==> config.mk <==
export PLATFORM = sky130hd
export DESIGN_NAME = instruction_fetch
export DESIGN_NICKNAME = d
export VERILOG_FILES = /design/src/rtl/instruction_fetch_pkg.sv /design/src/rtl/instruction_fetch_fetch_buffer.sv /design/src/rtl/instruction_fetch.sv
export SDC_FILE = /design/constraint.sdc
export NUM_CORES = 1
export LEC_CHECK = 0
export BUFFER_PORTS_ARGS = -buffer_cell sky130_fd_sc_hd__buf_2
export CORE_MARGIN = 2
export CORE_UTILIZATION = 62
export CTS_CLUSTER_DIAMETER = 60
export CTS_CLUSTER_SIZE = 12
export DETAILED_ROUTE_END_ITERATION = 8
export GPL_TIMING_DRIVEN = 0
export PLACE_DENSITY = 0.87
export SETUP_SLACK_MARGIN = 0.05
export SLEW_MARGIN = 40
export SYNTH_ARGS = -nofsm -noshare
export SYNTH_HDL_FRONTEND = slang
export SYNTH_SLANG_ARGS = --single-unit
==> constraint.sdc <==
create_clock -name clk -period 12.3 [get_ports clk]
set_input_delay 0.615 -clock clk [delete_from_list [all_inputs] [get_ports clk]]
set_output_delay 0.615 -clock clk [all_outputs]
set_load 0.02 [all_outputs]
==> src/rtl/instruction_fetch_pkg.sv <==
// Shared definitions for the instruction fetch stage: FSM encoding, NOP word,
// sequential PC step and the redirect target calculation.
package instruction_fetch_pkg;

    localparam logic [1:0] ST_REQ  = 2'd0;
    localparam logic [1:0] ST_WAIT = 2'd1;
    localparam logic [1:0] ST_HOLD = 2'd2;
    localparam logic [1:0] ST_KILL = 2'd3;

    localparam logic [31:0] NOP_INSTR = 32'h0000_0000;
    localparam logic [31:0] PC_INC    = 32'd4;

    // jump_reg outranks jump_target, which outranks the conditional branch.
    function automatic logic [31:0] redirect_target(
        input logic        [31:0] pc_id,
        input logic        [31:0] instr_id,
        input logic        [31:0] jr_pc,
        input logic signed [31:0] branch_offset,
        input logic               jump_reg,
        input logic               jump_target
    );
        logic [31:0] pc_plus4;
        pc_plus4 = pc_id + PC_INC;
        if (jump_reg)
            return jr_pc & 32'hFFFF_FFFC;
        else if (jump_target)
            return (pc_plus4 & 32'hF000_0000) | ((instr_id << 2) & 32'h0FFF_FFFC);
        return pc_plus4 + $unsigned(branch_offset);
    endfunction

endpackage

==> src/rtl/instruction_fetch_fetch_buffer.sv <==
// One-entry pc/instruction holding register that parks an imem response
// while decode is stalled.
module fetch_buffer (
    input  logic        clk,
    input  logic        rst,
    input  logic        load,
    input  logic        clear,
    input  logic [31:0] load_pc,
    input  logic [31:0] load_instr,
    output logic        valid,
    output logic [31:0] pc,
    output logic [31:0] instr
);

    logic        valid_q, valid_d;
    logic [31:0] pc_q, pc_d;
    logic [31:0] instr_q, instr_d;

    always_comb begin
        valid_d = valid_q;
        pc_d    = pc_q;
        instr_d = instr_q;
        if (load) begin
            valid_d = 1'b1;
            pc_d    = load_pc;
            instr_d = load_instr;
        end else if (clear) begin
            valid_d = 1'b0;
        end
    end

    always_ff @(posedge clk) begin
        if (rst)
            valid_q <= 1'b0;
        else
            valid_q <= valid_d;
    end

    always_ff @(posedge clk) begin
        pc_q    <= pc_d;
        instr_q <= instr_d;
    end

    assign valid = valid_q;
    assign pc    = pc_q;
    assign instr = instr_q;

endmodule

==> src/rtl/instruction_fetch.sv <==
// IF stage with one outstanding imem request and the IF/ID register.
// Define BRANCH_DELAY_SLOT_EN to deliver the sequential delay slot after a redirect.
module instruction_fetch
    import instruction_fetch_pkg::*;
#(
    parameter logic [31:0] RESET_PC = 32'h0000_0000
) (
    input  logic               clk,
    input  logic               rst,
    input  logic               stall,
    input  logic               jump_branch,
    input  logic               jump_target,
    input  logic               jump_reg,
    input  logic signed [31:0] branch_offset,
    input  logic        [31:0] jr_pc,
    output logic               imem_req,
    output logic        [31:0] imem_addr,
    input  logic               imem_ready,
    input  logic               imem_rvalid,
    input  logic        [31:0] imem_rdata,
    output logic        [31:0] pc_id,
    output logic        [31:0] instr_id,
    output logic               valid_id
);

    logic [1:0]  state_q, state_d;
    logic [31:0] fetch_pc_q, fetch_pc_d;
    logic [31:0] req_pc_q, req_pc_d;
    logic        pend_q, pend_d;
    logic [31:0] pend_tgt_q, pend_tgt_d;
    logic [31:0] pc_id_q, pc_id_d;
    logic [31:0] instr_id_q, instr_id_d;
    logic        valid_id_q, valid_id_d;

    logic        buf_load, buf_clear, buf_valid;
    logic [31:0] buf_pc, buf_instr;
    logic        accept, redirect, rsp_valid, kill_on_rst;
    logic [31:0] tgt;

    fetch_buffer u_fetch_buffer (
        .clk        (clk),
        .rst        (rst),
        .load       (buf_load),
        .clear      (buf_clear),
        .load_pc    (req_pc_q),
        .load_instr (imem_rdata),
        .valid      (buf_valid),
        .pc         (buf_pc),
        .instr      (buf_instr)
    );

    assign accept      = ~valid_id_q | ~stall;
    assign redirect    = valid_id_q & ~stall & (jump_branch | jump_target);
    assign rsp_valid   = (state_q == ST_WAIT) & imem_rvalid;
    assign tgt         = redirect_target(pc_id_q, instr_id_q, jr_pc, branch_offset,
                                         jump_reg, jump_target);
    // A request already accepted by imem must have its response swallowed.
    assign kill_on_rst = ((state_q == ST_WAIT) | (state_q == ST_KILL)) & ~imem_rvalid;

    always_comb begin
        state_d    = state_q;
        fetch_pc_d = fetch_pc_q;
        req_pc_d   = req_pc_q;
        pend_d     = pend_q;
        pend_tgt_d = pend_tgt_q;
        pc_id_d    = pc_id_q;
        instr_id_d = instr_id_q;
        valid_id_d = valid_id_q;
        buf_load   = 1'b0;
        buf_clear  = 1'b0;

        case (state_q)
            ST_REQ: begin
                if (imem_ready) begin
                    req_pc_d   = fetch_pc_q;
                    fetch_pc_d = fetch_pc_q + PC_INC;
                    state_d    = ST_WAIT;
                    if (pend_q) begin
                        fetch_pc_d = pend_tgt_q;
                        pend_d     = 1'b0;
`ifndef BRANCH_DELAY_SLOT_EN
                        state_d    = ST_KILL;
`endif
                    end
                end
            end
            ST_WAIT: begin
                if (imem_rvalid) begin
                    state_d  = accept ? ST_REQ : ST_HOLD;
                    buf_load = ~accept;
                end
            end
            ST_HOLD: begin
                if (accept) begin
                    state_d   = ST_REQ;
                    buf_clear = 1'b1;
                end
            end
            default: begin
                if (imem_rvalid)
                    state_d = ST_REQ;
            end
        endcase

        if (accept) begin
            if (buf_valid) begin
                pc_id_d    = buf_pc;
                instr_id_d = buf_instr;
                valid_id_d = 1'b1;
            end else if (rsp_valid) begin
                pc_id_d    = req_pc_q;
                instr_id_d = imem_rdata;
                valid_id_d = 1'b1;
            end else begin
                instr_id_d = NOP_INSTR;
                valid_id_d = 1'b0;
            end
        end

        // The address of a presented-but-unaccepted request must not move,
        // so a redirect arriving then waits in the pending register.
        if (redirect) begin
            if ((state_q == ST_REQ) & ~imem_ready) begin
                pend_d     = 1'b1;
                pend_tgt_d = tgt;
            end else begin
                fetch_pc_d = tgt;
            end
`ifndef BRANCH_DELAY_SLOT_EN
            instr_id_d = NOP_INSTR;
            valid_id_d = 1'b0;
            buf_clear  = 1'b1;
            if (((state_q == ST_WAIT) & ~imem_rvalid) | ((state_q == ST_REQ) & imem_ready))
                state_d = ST_KILL;
`endif
        end
    end

    always_ff @(posedge clk) begin
        if (rst) begin
            state_q    <= kill_on_rst ? ST_KILL : ST_REQ;
            fetch_pc_q <= RESET_PC;
            pend_q     <= 1'b0;
            pc_id_q    <= '0;
            instr_id_q <= NOP_INSTR;
            valid_id_q <= 1'b0;
        end else begin
            state_q    <= state_d;
            fetch_pc_q <= fetch_pc_d;
            pend_q     <= pend_d;
            pc_id_q    <= pc_id_d;
            instr_id_q <= instr_id_d;
            valid_id_q <= valid_id_d;
        end
    end

    always_ff @(posedge clk) begin
        req_pc_q   <= req_pc_d;
        pend_tgt_q <= pend_tgt_d;
    end

    assign imem_req  = (state_q == ST_REQ) & ~rst;
    assign imem_addr = fetch_pc_q & 32'hFFFF_FFFC;
    assign pc_id     = pc_id_q;
    assign instr_id  = instr_id_q;
    assign valid_id  = valid_id_q;

endmodule

## Word level (Yosys, flattened, before mapping)

Cells that the tools add are included.

| word-level totals | value |
|---|---|
| bits in registers | 229 |
| logic and storage cells | 81 |

| operators by class | value |
|---|---|
| add/subtract/negate cells | 3 |
| eq/ne operators | 3 |
| muxes and demuxes | 38 |
| bitwise gates (word level) | 19 |
| reduce and logical (&&, ||, !) cells | 7 |

Operators by type and width:

| operator | count |
|---|---|
| $mux 32 | 12 |
| $add 32x3->32 const B | 2 |
| $add 32x32->32 | 1 |
| $or 32x28->32 | 1 |
| $mux 2 | 10 |
| $mux 1 | 15 |
| $and 1x1->1 | 8 |
| $not 1->1 | 6 |
| $pmux 2 s3 | 1 |
| $reduce_and 2->1 | 3 |
| $eq 2x2->1 const B | 2 |
| $or 1x1->1 | 4 |
| $reduce_bool 2->1 | 2 |
| $eq 2x1->1 const B | 1 |
| $logic_not 2->1 | 1 |
| $reduce_or 2->1 | 1 |

## Logic depth before layout (Yosys ltp)

| depth | value |
|---|---|
| word-level depth | 8 |
| mapped depth | 17 |

## Modules after synthesis

A second synthesis with hierarchy kept.

| second synthesis, totals | value |
|---|---|
| cell total of the unflattened synthesis | 1271 |
| area total of the unflattened synthesis | 12478.2 sq um |

Modules (own cells, without submodules):

| module | instances | cells an instance | area an instance (sq um) | sequential area each (sq um) |
|---|---|---|---|---|
| instruction_fetch | 1 | 1203 | 10517.6 | 3923.8 |
| fetch_buffer | 1 | 68 | 1960.6 | 1941.9 |

## Worst setup path before layout

No wires, ideal clock.

| timing | value |
|---|---|
| kind | input -> register |
| start | input port jump_target |
| end | register pend_tgt_q[0], enable pin |
| data arrival time | 4.045 ns |
| setup slack | 7.753 ns |
| stages on the path | 3 |
| cell sequence | buf_6 o211ai_1 nor4_1 |

| between the ends | value |
|---|---|
| longest elaborated chain between the ends | 3 |

Ends and longest elaborated chain:

| what | line | RTL |
|---|---|---|
| start: declaration | instruction_fetch.sv:12 | `input logic jump_target,` |
| $or 1x1->1 | instruction_fetch.sv:53 | `assign redirect = valid_id_q & ~stall & (jump_branch \| jump_target);` |
| $and 1x1->1 | instruction_fetch.sv:53 |  |
| $reduce_and 2->1 (no line) | -- |  |
| end signal: assignment | instruction_fetch.sv:159 | `pend_tgt_q <= pend_tgt_d;` |
| end: declaration | instruction_fetch.sv:30 | `logic [31:0] pend_tgt_q, pend_tgt_d;` |

No other way between the ends.
A chain may end at the register's enable or synchronous reset.

## Worst setup path in the final report

| timing | value |
|---|---|
| start | register pc_id_q[4] (netlist: pc_id[4]) |
| end | register pend_tgt_q[30] (data pin) |

| between the ends | value |
|---|---|
| longest elaborated chain between the ends | 5 |
| elaborated cells on any way between the ends | 6 |
| those cells by class | add/sub: 2; mux: 3; bitwise: 1 |

Ends and longest elaborated chain:

| what | line | RTL |
|---|---|---|
| start: declaration | instruction_fetch.sv:31 | `logic [31:0] pc_id_q, pc_id_d;` |
| start signal: assignment | instruction_fetch.sv:151 | `pc_id_q <= pc_id_d;` |
| $add 32x3->32 (*) | instruction_fetch_pkg.sv:23 | `pc_plus4 = pc_id + PC_INC;` |
| parallel branches: the longest is 3 deep, another holds $add 32x32->32 | -- |  |
| $mux 32 (*) | instruction_fetch_pkg.sv:28 | `return pc_plus4 + $unsigned(branch_offset);` |
| via tgt[30] | instruction_fetch.sv:38 | `logic [31:0] tgt;` |

Mark *: on every way through the listed nets, which the timed path passes. The select of a mux whose other input is x is not followed.

==> results_dict.tcl <==
set metrics [dict create \
    ys.flop_type "edfxtp_1" \
    nFillCells 1349 \
    cp-start-kind "flip-flop" \
    cts_tree "yes" \
    clock-sinks 229 \
    core_um2 19460 \
    ys_ff_latch 229 \
    skew_ps 13.05 \
    reg2reg_from "pc_id[4]$_SDFFE_PP0P_" \
    synth_area_um2 12310 \
    yosys_warnings 0 \
    cp_data_required_time_ps 12560 \
    clkLatencyLatePin_ps 530 \
    r2r_cells 14 \
    grt_pass1_vias 10780 \
    synthArstFlopShare_pct 0 \
    h-tree-depth 1 \
    num_rows 51 \
    path_class "flip-flop to flip-flop" \
    dr.pass1.iters 6 \
    status "finished, final reports clean" \
    synthTopCellsByArea "edfxtp_1, dfxtp_1, nor2_1" \
    portBuffers 195 \
    ant_nets 0 \
    drc_errors 0 \
    end_kind "flip-flop" \
    p_comb_share_pct 20.1 \
    synth_area_per_cell_um2 9.883 \
    reg2reg_to "pend_tgt_q[30]$_DFFE_PP_" \
    routed_wirelength_um 39510 \
    dieHeight_um 144.9 \
    p_clk_share_pct 33.6 \
    postSynthCellCount 1246 \
    grt_first_pass_wirelength_um 60000 \
    clk_pin_slew_ps 60 \
    report.final.slew_viol_count 0 \
    layout-drive-gt1-share_pct 21.25 \
    overflow 0 \
    synth_common_cells "nor2_1, edfxtp_1, dfxtp_1" \
    cts_resized 0 \
    p_per_area_nw_per_um2 133.2 \
    swShare_pct 30.13 \
    cp.arrival_ps 4670 \
    r2r_setup_slack_ps 7880 \
    cts_buffers 23 \
    slew_headroom_pct 42.89 \
    cts_root_buffer "clkbuf_16" \
    viasPerCell 6.503 \
    synth_most_common_cell "nor2_1" \
    pwr-share-seq_pct 46.4 \
    final_hold_viol_count 0 \
    hold_class "input pin to flip-flop" \
    synth_top_area_share_pct 31.21 \
    grt_use_total_pct 36.35 \
    dpl-instance-area_um2 13770 \
    setup_viol 0 \
    yosysTopAreaCell "edfxtp_1" \
    critPathLaunch "pc_id[4]$_SDFFE_PP0P_" \
    synth_edf_count 128 \
    die-area_um2 21000 \
    ys_types 84 \
    hpwl_um 29480 \
    cp_max_fo 6 \
    syn_to_final_growth_pct 17.24 \
    nets 1622 \
    finalInstanceArea_um2 14440 \
    dp.cells 1718 \
    cts_hold_buf 0 \
    dr.first_iter.drc_count 1350 \
    grt_start_max_net_pins 26 \
    stdcell_count 1759 \
    max_freq_ghz 0.2263 \
    wl_per_cell_um 22.46 \
    p_sw_uw 579.2 \
    antenna_found_initial 2 \
    die_w_um 144.9 \
    rsz0062_at_grt "false" \
    cts_buffer_depth 3 \
    floorplan.initialDensity_pct 63.27 \
    num_vias 11440 \
    p_leak_nw 5.740 \
    timing.final.crit_share_pct 35.92 \
    endpoint "pend_tgt_q[30]$_DFFE_PP_" \
    place.gp.congestion 0.9519 \
    period_needed_ps 4419 \
    irDropWorstVdd_v 0.00009721 \
    p_int_mw 1.343 \
    tightest_slew_ps 856.7 \
    io_pins 202 \
    finalSetupTns_ps 0 \
    postCtsSetupBuffers 0 \
    cap_violations 0 \
    yosysSeqAreaShare_pct 47.63 \
]
-- worst min-delay path by stage --
stage / from / slack (ps) / depth (start not counted) / to
after floorplan: fetch_pc_q[0]$_SDFF_PP0_ / 410 / 0 / req_pc_q[0]$_DFFE_PP_
after global placement: fetch_pc_q[1]$_SDFF_PP0_ / 420 / 0 / req_pc_q[1]$_DFFE_PP_
after detailed placement: fetch_pc_q[1]$_SDFF_PP0_ / 420 / 0 / req_pc_q[1]$_DFFE_PP_
after CTS: imem_rdata[29] / 280 / 1 / u_fetch_buffer.instr[29]$_DFFE_PP_
after global routing: imem_rdata[22] / 280 / 1 / u_fetch_buffer.instr[22]$_DFFE_PP_
final: imem_rdata[13] / 280 / 1 / u_fetch_buffer.instr[13]$_DFFE_PP_
-- cells in the final DEF (no fill, tap or decap), types with 9 or more instances in the layout --
cell       Yosys  layout
a21oi_1       68      68
xor2_1        19      19
dfxtp_1      101     101
nand4_1       22      22
a221oi_1      38      38
o211ai_1      13      13
nand3_1       32      32
xnor2_1       31      31
buf_2          1     205
nor2_1       158     155
mux2i_1       46      46
a21o_1         9       9
nor3_1        56      56
nand2_1       88      88
buf_4         32      32
o21ai_0       43      43
o22ai_1       17      17
ha_1          39      39
a31oi_1       14      14
clkbuf_16      0      23
clkbuf_1      58      71
edfxtp_1     128     128
and3_1        23      23
a211oi_1      43      43
inv_1         20      20
o21a_1        13      13
-- state kept, by name (all words and copies together), names as in the netlist, named ones only --
name	cells
fetch_pc_q	32
instr_id	32
pc_id	32
pend_tgt_q	32
req_pc_q	32
state_q	2
u_fetch_buffer.instr	32
u_fetch_buffer.pc	32
u_fetch_buffer.valid	1
valid_id	1
-- final cells by class --
class                           count  area (µm²)  area share, %
Antenna cell                        2       5.005        0.03467
Buffer                            108       608.1          4.212
Clock buffer                       36       624.3          4.324
Clock inverter                      3       36.28         0.2513
Inverter                           21       78.83         0.5460
Multi-Input combinational cell    889        5787          40.08
Sequential cell                   229        5866          40.63
Tap cell                          265       331.6          2.297
Timing Repair Buffer              206        1101          7.626
-- cells by family (layout without fill, tap and decap cells) --
family / count (synthesis) / count (layout) / share of synthesized area (%)
other: 1 / 4 / 0.03045
AO/OA/AOI/OAI: 314 / 314 / 18.30
multiplexers: 54 / 54 / 4.501
AND/OR/NAND/NOR: 429 / 429 / 16.30
XOR/XNOR: 50 / 50 / 3.556
adder cells (fa/ha/maj): 40 / 40 / 4.125
buffers and inverters: 129 / 374 / 5.558
flip-flops: 229 / 229 / 47.63
-- metal layers --
metal	up-vias	GRT usage (%)	wire [µm]
li1	5103	-	-
met5	-	0	0
met3	154	6.761	4786
met4	0	16.73	2188
met1	5340	48.98	14900
met2	841	57.29	17630
-- power by group through the flow --
stage	Sequential, mW	Combinational [mW]	Clock [mW]
after floorplan	0.909	0.232	0
after global placement	0.905	0.362	0
after detailed placement	0.906	0.371	0
after CTS	0.890	0.375	0.644
after global routing	0.894	0.410	0.674
final	0.891	0.386	0.645
-- per-stage QoR --
step / utilization (%) / hold slack (ps) / power (mW) / setup WS (ps)
finish: 74.18 / 278.0 / 1.922 / 7881
global route: 74.18 / 277.2 / 1.978 / 7690
global placement: 70.01 / 424.6 / 1.267 / 5808
CTS: 74.14 / 276.6 / 1.908 / 8033
floorplan: - / 408.1 / 1.140 / 7753
detailed placement: 70.75 / 421.7 / 1.277 / 8053
-- critical path, stage by stage, from the launching register on --
cell	delay, ps
dfxtp_1	480
and3_1	290
nand3_1	250
nor2_1	390
nand4_1	190
xnor2_1	170
ha_1	390
a21oi_1	210
o21ai_0	160
a21o_1	240
or3b_2	480
o221ai_2	220
nor2_1	100
mux2i_1	130
nor4_1	440
No activity file was read; power rests on OpenSTA's default activity.
